### src/rtl/ao_arb_pkg.sv
// Shared types for the always-on peripheral request arbiter:
// reg bus request/response structs, FSM states, timeout constants.
package ao_arb_pkg;

  typedef struct packed {
    logic [31:0] addr;
    logic        write;
    logic [31:0] wdata;
    logic [3:0]  wstrb;
    logic        valid;
  } reg_req_t;

  typedef struct packed {
    logic [31:0] rdata;
    logic        error;
    logic        ready;
  } reg_rsp_t;

  typedef enum logic {
    IDLE = 1'b0,
    BUSY = 1'b1
  } arb_state_e;

  localparam logic [31:0] TIMEOUT_RDATA = 32'hDEAD_0A0A;
  localparam int unsigned TIMEOUT_CNT_W = 16;

endpackage

### src/rtl/ao_periph_req_arbiter_rr_pick.sv
// rr_pick: combinational round-robin first-one finder.
// Ports: valid_i (request vector), ptr_i (search start),
//        idx_o (first valid index from ptr_i, wrapping), any_o.
module rr_pick #(
  parameter int N     = 2,
  parameter int IDX_W = 1
) (
  input  logic [N-1:0]     valid_i,
  input  logic [IDX_W-1:0] ptr_i,
  output logic [IDX_W-1:0] idx_o,
  output logic             any_o
);

  logic [IDX_W:0] k;

  // Walk ptr, ptr+1, ... mod N; the first hit wins.
  always_comb begin
    idx_o = '0;
    any_o = 1'b0;
    k     = '0;
    for (int i = 0; i < N; i++) begin
      k = {1'b0, ptr_i} + (IDX_W+1)'(i);
      if (k >= (IDX_W+1)'(N)) k = k - (IDX_W+1)'(N);
      for (int j = 0; j < N; j++) begin
        if (!any_o && valid_i[j] && k == (IDX_W+1)'(j)) begin
          any_o = 1'b1;
          idx_o = IDX_W'(j);
        end
      end
    end
  end

endmodule

### src/rtl/ao_periph_req_arbiter.sv
// Round-robin arbiter sharing one always-on peripheral reg port
// between NUM_REQ controllers; responses go back to the owner.
// Ports: clk_i, rst_ni (async, active low), req_i/rsp_o (requester
// side), req_o/rsp_i (bus side), busy_o, grant_idx_o, timeout_o.
// Optional: define AO_ARB_TIMEOUT_EN to abort stalled accesses
// after TIMEOUT_CYCLES busy cycles with an error response.
module ao_periph_req_arbiter
  import ao_arb_pkg::*;
#(
  parameter int NUM_REQ        = 2,
  parameter int TIMEOUT_CYCLES = 1024,
  localparam int IDX_W = (NUM_REQ > 1) ? $clog2(NUM_REQ) : 1
) (
  input  logic             clk_i,
  input  logic             rst_ni,
  input  reg_req_t         req_i [NUM_REQ],
  output reg_rsp_t         rsp_o [NUM_REQ],
  output reg_req_t         req_o,
  input  reg_rsp_t         rsp_i,
  output logic             busy_o,
  output logic [IDX_W-1:0] grant_idx_o,
  output logic             timeout_o
);

  arb_state_e         state_q;
  logic [IDX_W-1:0]   grant_q;
  logic [IDX_W-1:0]   ptr_q;
  logic [IDX_W-1:0]   ptr_nxt;
  logic [IDX_W-1:0]   pick_idx;
  logic               pick_any;
  logic [NUM_REQ-1:0] valid_vec;
  reg_req_t           own_req;
  logic               busy;
  logic               done;
  logic               abort;
  logic               to_hit;
  logic               release_own;

  always_comb begin
    valid_vec = '0;
    own_req   = '0;
    for (int k = 0; k < NUM_REQ; k++) begin
      valid_vec[k] = req_i[k].valid;
      if (grant_q == IDX_W'(k)) own_req = req_i[k];
    end
  end

  rr_pick #(
    .N     (NUM_REQ),
    .IDX_W (IDX_W)
  ) u_pick (
    .valid_i (valid_vec),
    .ptr_i   (ptr_q),
    .idx_o   (pick_idx),
    .any_o   (pick_any)
  );

  assign busy    = (state_q == BUSY);
  assign ptr_nxt = (grant_q == IDX_W'(NUM_REQ-1)) ? '0 : grant_q + 1'b1;
  assign done    = busy && own_req.valid && rsp_i.ready;
  // Owner dropping valid mid-transaction: release without a response.
  assign abort   = busy && !own_req.valid;

`ifdef AO_ARB_TIMEOUT_EN
  localparam logic [TIMEOUT_CNT_W-1:0] TO_LAST =
    TIMEOUT_CNT_W'(TIMEOUT_CYCLES - 1);

  logic [TIMEOUT_CNT_W-1:0] cnt_q;
  logic [TIMEOUT_CNT_W-1:0] cnt_d;

  // Held at zero in IDLE so the first BUSY cycle counts from 0.
  always_comb begin
    cnt_d = cnt_q;
    if (!busy) cnt_d = '0;
    else if (!rsp_i.ready) cnt_d = cnt_q + 1'b1;
  end

  always_ff @(posedge clk_i or negedge rst_ni) begin
    if (!rst_ni) cnt_q <= '0;
    else         cnt_q <= cnt_d;
  end

  // A real ready in the same cycle takes precedence.
  assign to_hit    = busy && own_req.valid && !rsp_i.ready &&
                     (cnt_q == TO_LAST);
  assign timeout_o = to_hit;
`else
  assign to_hit    = 1'b0;
  assign timeout_o = 1'b0;
`endif

  assign release_own = done || abort || to_hit;

  always_ff @(posedge clk_i or negedge rst_ni) begin
    if (!rst_ni) begin
      state_q <= IDLE;
      grant_q <= '0;
      ptr_q   <= '0;
    end else begin
      unique case (state_q)
        IDLE: begin
          if (pick_any) begin
            grant_q <= pick_idx;
            state_q <= BUSY;
          end
        end
        BUSY: begin
          if (release_own) begin
            state_q <= IDLE;
            ptr_q   <= ptr_nxt;
          end
        end
        default: state_q <= IDLE;
      endcase
    end
  end

  always_comb begin
    req_o = '0;
    if (busy) begin
      req_o = own_req;
      if (to_hit) req_o.valid = 1'b0;
    end
    for (int k = 0; k < NUM_REQ; k++) begin
      rsp_o[k] = '0;
      if (busy && grant_q == IDX_W'(k)) begin
        rsp_o[k] = rsp_i;
        if (to_hit) begin
          rsp_o[k].ready = 1'b1;
          rsp_o[k].error = 1'b1;
          rsp_o[k].rdata = TIMEOUT_RDATA;
        end
      end
    end
  end

  assign busy_o      = busy;
  assign grant_idx_o = grant_q;

endmodule

### config.mk
export PLATFORM = sky130hd
export DESIGN_NAME = ao_periph_req_arbiter
export DESIGN_NICKNAME = d
export VERILOG_FILES = /design/src/rtl/ao_arb_pkg.sv /design/src/rtl/ao_periph_req_arbiter_rr_pick.sv /design/src/rtl/ao_periph_req_arbiter.sv
export SDC_FILE = /design/constraint.sdc
export NUM_CORES = 1
export LEC_CHECK = 0
export ABC_AREA = 1
export BUFFER_PORTS_ARGS = -buffer_cell sky130_fd_sc_hd__buf_2
export CAP_MARGIN = 20
export CORE_AREA = 8 8 118 120
export CTS_BUF_LIST = sky130_fd_sc_hd__clkbuf_4
export DETAILED_ROUTE_END_ITERATION = 10
export DIE_AREA = 0 0 126 128
export HOLD_SLACK_MARGIN = 0.02
export SYNTH_ARGS = -nofsm -noshare
export SYNTH_HDL_FRONTEND = slang
export SYNTH_HIERARCHICAL = 1
export SYNTH_SLANG_ARGS = --single-unit
### constraint.sdc
create_clock -name clk_i -period 2.6 [get_ports clk_i]
set_clock_uncertainty 0.1 [all_clocks]
set_input_delay 0.39 -clock clk_i [delete_from_list [all_inputs] [get_ports clk_i]]
set_output_delay 0.39 -clock clk_i [all_outputs]
set_load 0.05 [all_outputs]
-- Word level (Yosys, flattened, before mapping)
Cells that the tools add are included.
- add/subtract/negate cells: 4
- multipliers: 0
- div/mod/pow operators: 0
- $lt $le $gt $ge: 2
- equality and inequality tests: 2
- shifts and indexed selects: 0
- multiplexer cells: 17
- bitwise operators: 2
- reduce and logical (&&, ||, !) cells: 21
- operators with widths (cell ; count):
    $mux W70 ; 2
    $mux W34 ; 2
    $logic_and A1 B1 Y1 ; 12
    $mux W1 ; 10
    $eq A2 B1 Y1 const B ; 2
    $logic_not A1 Y1 ; 4
    $logic_not A2 Y1 ; 2
    $mux W2 ; 2
    $reduce_and A2 Y1 ; 2
    $add A1 B1 Y2 const B ; 1
    $ge A1 B2 Y1 const B ; 1
    $ge A2 B2 Y1 const B ; 1
    $not A1 Y1 ; 2
    $pmux W1 S2 ; 1
    $sub A1 B2 Y2 const B ; 1
    $sub A2 B2 Y2 const B ; 1
    $add A1 B1 Y1 const B ; 1
    $logic_or A1 B1 Y1 ; 1
- register bits: 3
- bits in latches: 0
- RAM bits: 0
- memory bits (read-only): 0
- input port bits: 176
- output and inout port bits: 141
- logic and storage cells: 51
- memories kept: 0

-- Longest topological paths before layout
- word-level depth: 19
- mapped depth: 7
- mapped depth without buffers: 6

-- Cells and area by module
The synthesis kept the hierarchy.
- modules (own cells, without submodules) (module ; times used ; cells each ; area each (sq um) ; seq. area each (sq um)):
    ao_periph_req_arbiter ; 1 ; 362 ; 1664.1 ; 75.1
    rr_pick ; 1 ; 4 ; 18.8 ; 0.0

-- Worst setup path before layout
No wires, ideal clock.
- path type: flip-flop to output port
- from: register state_q (netlist: busy_o)
- to: output port req_o[60] (netlist bit)
- arrival time: 1865 ps
- required time: 2110 ps
- setup slack: 245 ps
- cell stages (with the launch flop): 5
- path buffers: 2
- cell sequence: dfrtp_1 -> clkbuf_2 -> inv_2 -> buf_4 -> a21oi_1
- RTL lines (element ; RTL line ; text):
    from (decl) ; ao_periph_req_arbiter.sv:25 ; arb_state_e state_q;
    from (signal assigned) ; ao_periph_req_arbiter.sv:96 ; state_q <= IDLE;
    from (signal assigned) ; ao_periph_req_arbiter.sv:104 ; state_q <= BUSY;
    from (signal assigned) ; ao_periph_req_arbiter.sv:109 ; state_q <= IDLE;
    to (decl) ; ao_periph_req_arbiter.sv:18 ; output reg_req_t req_o,

==> metrics.txt <==
# TYPE chip_impl_metric gauge
chip_impl_info{name="run_status",value="finished clean"} 1
chip_impl_metric{name="syn-num-nets",unit=""} 542
chip_impl_metric{name="synth_edf_count",unit=""} 0
chip_impl_metric{name="via_count",unit=""} 3251
chip_impl_info{name="dominantRegCellSynth",value="sky130_fd_sc_hd__dfrtp_1"} 1
chip_impl_metric{name="worst-r2r-cell-count",unit=""} 7
chip_impl_metric{name="period_share",unit="%"} 87.8
chip_impl_metric{name="cts.clk_slew.worst_paths",unit="ns"} 0.03
chip_impl_info{name="synthMostInstantiatedCell",value="sky130_fd_sc_hd__nand2_1"} 1
chip_impl_metric{name="total_power",unit="W"} 0.00526
chip_impl_metric{name="power_frac_clock",unit="%"} 1.7
chip_impl_info{name="grt_setup_unrepaired",value="no"} 1
chip_impl_metric{name="required",unit="ns"} 2.11
chip_impl_metric{name="max_freq",unit="GHz"} 0.438
chip_impl_metric{name="initialDrtViolationCount",unit=""} 113
chip_impl_info{name="cts_tree",value="done"} 1
chip_impl_metric{name="floorplan.io_pins",unit=""} 317
chip_impl_metric{name="layout_cells_excl_fill",unit=""} 813
chip_impl_info{name="r2r-start",value="grant_idx_o"} 1
chip_impl_info{name="worstHoldPathType",value="reg -> reg"} 1
chip_impl_metric{name="post_synthesis_sequential_element_count",unit=""} 3
chip_impl_metric{name="synthesis.area",unit="um2"} 1680
chip_impl_metric{name="synth_sequential_area_ratio",unit="%"} 4.46
chip_impl_metric{name="finalMaxSlewViolations",unit=""} 0
chip_impl_metric{name="clock_insertion_delay_worst_skew",unit="ns"} 0.23
chip_impl_metric{name="antenna_left",unit=""} 0
chip_impl_info{name="worst_r2r_endpoint",value="ptr_q"} 1
chip_impl_metric{name="seq_power_share",unit="%"} 2.0
chip_impl_metric{name="floorplan.core_area",unit="um2"} 12200
chip_impl_info{name="cp_cell_sequence",value="inv_4, nand2_2, buf_4, nor2_1, buf_2"} 1
chip_impl_info{name="setup.worst_path.class",value="reg -> out"} 1
chip_impl_metric{name="p_int",unit="W"} 0.00118
chip_impl_metric{name="cellPowerDensity",unit="nW/um2"} 1550
chip_impl_metric{name="area.growth.synth_to_final",unit="%"} 101
chip_impl_metric{name="track_usage",unit="%"} 11.4
chip_impl_metric{name="finalHoldViolations",unit=""} 0
chip_impl_metric{name="routabilityCongestion",unit=""} 0.872
chip_impl_metric{name="floorplan.rows",unit=""} 41
chip_impl_metric{name="avgRoutedWirePerCell",unit="um"} 12.9
chip_impl_metric{name="final_net_count",unit=""} 840
chip_impl_metric{name="numPlacedInstances",unit=""} 808
chip_impl_metric{name="global_route_wire_length_before_repair",unit="mm"} 15.4
chip_impl_metric{name="clock_sinks",unit=""} 3
chip_impl_info{name="ys_top_cells_by_count",value="136 x sky130_fd_sc_hd__nand2_1, 70 x sky130_fd_sc_hd__nor2_1, 61 x sky130_fd_sc_hd__a21oi_1"} 1
chip_impl_metric{name="setup_total_negative_slack",unit="ns"} 0
chip_impl_metric{name="synth_area_per_cell",unit="um2"} 4.60
chip_impl_metric{name="r2r_slack",unit="ns"} 1.01
chip_impl_metric{name="total_overflow_reported_by_the_global_router",unit=""} 0
chip_impl_metric{name="cp_max_fo",unit=""} 46
chip_impl_metric{name="hold_path_depth",unit=""} 2
chip_impl_info{name="yosysTopAreaCell",value="sky130_fd_sc_hd__nand2_1"} 1
chip_impl_info{name="cp-end-kind",value="output port"} 1
chip_impl_metric{name="fp.dieArea",unit="um2"} 16100
chip_impl_metric{name="fin_util",unit="%"} 27.7
chip_impl_metric{name="buffers_from_clock_root_to_sink_at_most",unit=""} 2
chip_impl_metric{name="synth.lib_cells_used.distinct",unit=""} 18
chip_impl_metric{name="first_global_vias",unit=""} 3069
chip_impl_metric{name="max_cap_violations",unit=""} 0
chip_impl_metric{name="leakage",unit="nW"} 2.30
chip_impl_metric{name="synth_top_area_share",unit="%"} 30.3
chip_impl_metric{name="synth_cells",unit=""} 366
chip_impl_metric{name="power.combinational.fraction",unit="%"} 96.3
chip_impl_metric{name="yosysWarningCount",unit=""} 6
chip_impl_metric{name="via_density_per_instance",unit=""} 4.00
chip_impl_metric{name="largest_net_degree_at_the_start_of_global_routing",unit=""} 73
chip_impl_metric{name="insertedDiodeCount",unit=""} 0
chip_impl_metric{name="vdd_drop_max",unit="mV"} 0.585
chip_impl_metric{name="async_reset_ff_share",unit="%"} 100
chip_impl_metric{name="timing.final.setup_violations",unit=""} 0
chip_impl_info{name="timing.critical_path.from_type",value="register"} 1
chip_impl_info{name="slowest_cp_cell",value="sky130_fd_sc_hd__dfrtp_2"} 1
chip_impl_info{name="clock_tree.root_cell",value="sky130_fd_sc_hd__clkbuf_4"} 1
chip_impl_info{name="hold_end",value="ptr_q"} 1
chip_impl_metric{name="cp.arrival",unit="ns"} 1.79
chip_impl_metric{name="final_routed_wirelength",unit="mm"} 10.5
chip_impl_metric{name="buffer_ports.inserted",unit=""} 315
chip_impl_metric{name="effective_utilization_at_floorplan",unit="%"} 13.8
chip_impl_metric{name="die_w",unit="um"} 126
chip_impl_metric{name="floorplan.die.height",unit="um"} 128
chip_impl_info{name="worst_hold_startpoint",value="ptr_q"} 1
chip_impl_metric{name="p_sw_share",unit="%"} 77.5
chip_impl_metric{name="final_layout_size_suffix_gt1_share",unit="%"} 52.8
chip_impl_metric{name="route.detailed.drc",unit=""} 0
chip_impl_info{name="synth.area.top_cells",value="sky130_fd_sc_hd__nand2_1 30%, sky130_fd_sc_hd__a21oi_1 18%, sky130_fd_sc_hd__nor2_1 16%"} 1
chip_impl_metric{name="cts_buffer_count",unit=""} 3
chip_impl_metric{name="drt-pass1-iter-count",unit=""} 4
chip_impl_metric{name="cts_resized",unit=""} 0
chip_impl_metric{name="grt_antenna_before_repair",unit=""} 0
chip_impl_metric{name="dpl.hpwl",unit="mm"} 8.89
chip_impl_metric{name="h-tree-depth",unit=""} 1
chip_impl_metric{name="timing.final.crit_period",unit="ns"} 2.28
chip_impl_metric{name="power.net_switching",unit="W"} 0.00408
chip_impl_metric{name="critPathMaxStageDelay",unit="ns"} 0.43
## critical path, delay by kind of cell, from the launching register on
family | cells | cell delay, ns
simple gates | 2 | 0.20
buf+inv | 3 | 0.88
flops | 1 | 0.43
## cells in the final DEF (no fill, tap or decap)
master                            n
sky130_fd_sc_hd__a21oi_2         10
sky130_fd_sc_hd__nand3_1          2
sky130_fd_sc_hd__dlygate4sd3_1    1
sky130_fd_sc_hd__conb_1           1
sky130_fd_sc_hd__dfrtp_2          1
sky130_fd_sc_hd__clkbuf_4         4
sky130_fd_sc_hd__inv_1           38
sky130_fd_sc_hd__buf_4            4
sky130_fd_sc_hd__dfrtp_1          2
sky130_fd_sc_hd__inv_4            1
sky130_fd_sc_hd__buf_2          315
sky130_fd_sc_hd__or2_1            1
sky130_fd_sc_hd__buf_12           3
sky130_fd_sc_hd__nand2_1        136
sky130_fd_sc_hd__o21ai_0          1
sky130_fd_sc_hd__inv_2            1
sky130_fd_sc_hd__nand2_2         11
sky130_fd_sc_hd__a21oi_1         61
sky130_fd_sc_hd__nor2_1          70
## layout make-up
cell class	count	area [um2]
Fill cell	1434	8830
Timing Repair Buffer	323	1680
Multi-Input combinational cell	293	1260
Tap cell	150	188
Inverter	40	153
Sequential cell	3	76.3
Clock buffer	4	30.0
## sequential cells by signal, indices dropped and copies added, names as in the netlist
name / cells
grant_idx_o: 1
busy_o: 1
ptr_q: 1
## worst max-delay path by stage
stage,from,to
floorplan,busy_o,req_o[60]
global placement,grant_idx_o,req_o[10]
detailed placement,grant_idx_o,req_o[64]
CTS,grant_idx_o,req_o[64]
global route,grant_idx_o,req_o[64]
finish,grant_idx_o,rsp_o[36]
## what timing repair did
item,in CTS,in global routing
setup buffers,0,0
endpoints found under the setup margin,0,0
endpoints found under the hold margin,3,0
hold buffers,1,0
## cells by family (layout without fill, tap and decap cells)
logic type	count (synthesis)	count (layout)	share of synthesized area (%)
buffers and inverters	70	367	20.7
DFF	3	3	4.46
and+or+nand+nor	220	220	51.0
AOI/OAI and AO/OA	72	72	23.6
other	1	1	0.223
## stage by stage
step	worst slack, ns	hold slack, ns	instance area, um2
5_1_grt	0.195	0.414	3380
3_5_place_dp	0.542	0.0944	3340
4_1_cts	0.289	0.378	3380
2_1_floorplan	0.245	-0.00559	1680
6_report	0.318	0.370	3380
3_3_place_gp	0.547	0.0907	3340
## power by group through the flow
stage	Sequential, W	Combinational, W	Clock, W
2_1_floorplan	0.000138	0.00403	0
3_3_place_gp	0.000104	0.00512	0
3_5_place_dp	0.000106	0.00511	0
4_1_cts	0.000105	0.00512	0.0000946
5_1_grt	0.000111	0.00537	0.0000993
6_report	0.000104	0.00506	0.0000894
## metal layers
| metal | wire length (um) | vias up | global-route usage, % |
|---|---|---|---|
| met5 | 0 | - | 0 |
| met4 | 114 | 0 | 2.69 |
| met2 | 5320 | 176 | 20.6 |
| met3 | 1060 | 8 | 4.12 |
| met1 | 4030 | 1370 | 12.5 |
| li1 | - | 1697 | - |
No activity file was read; power rests on OpenSTA's default activity.
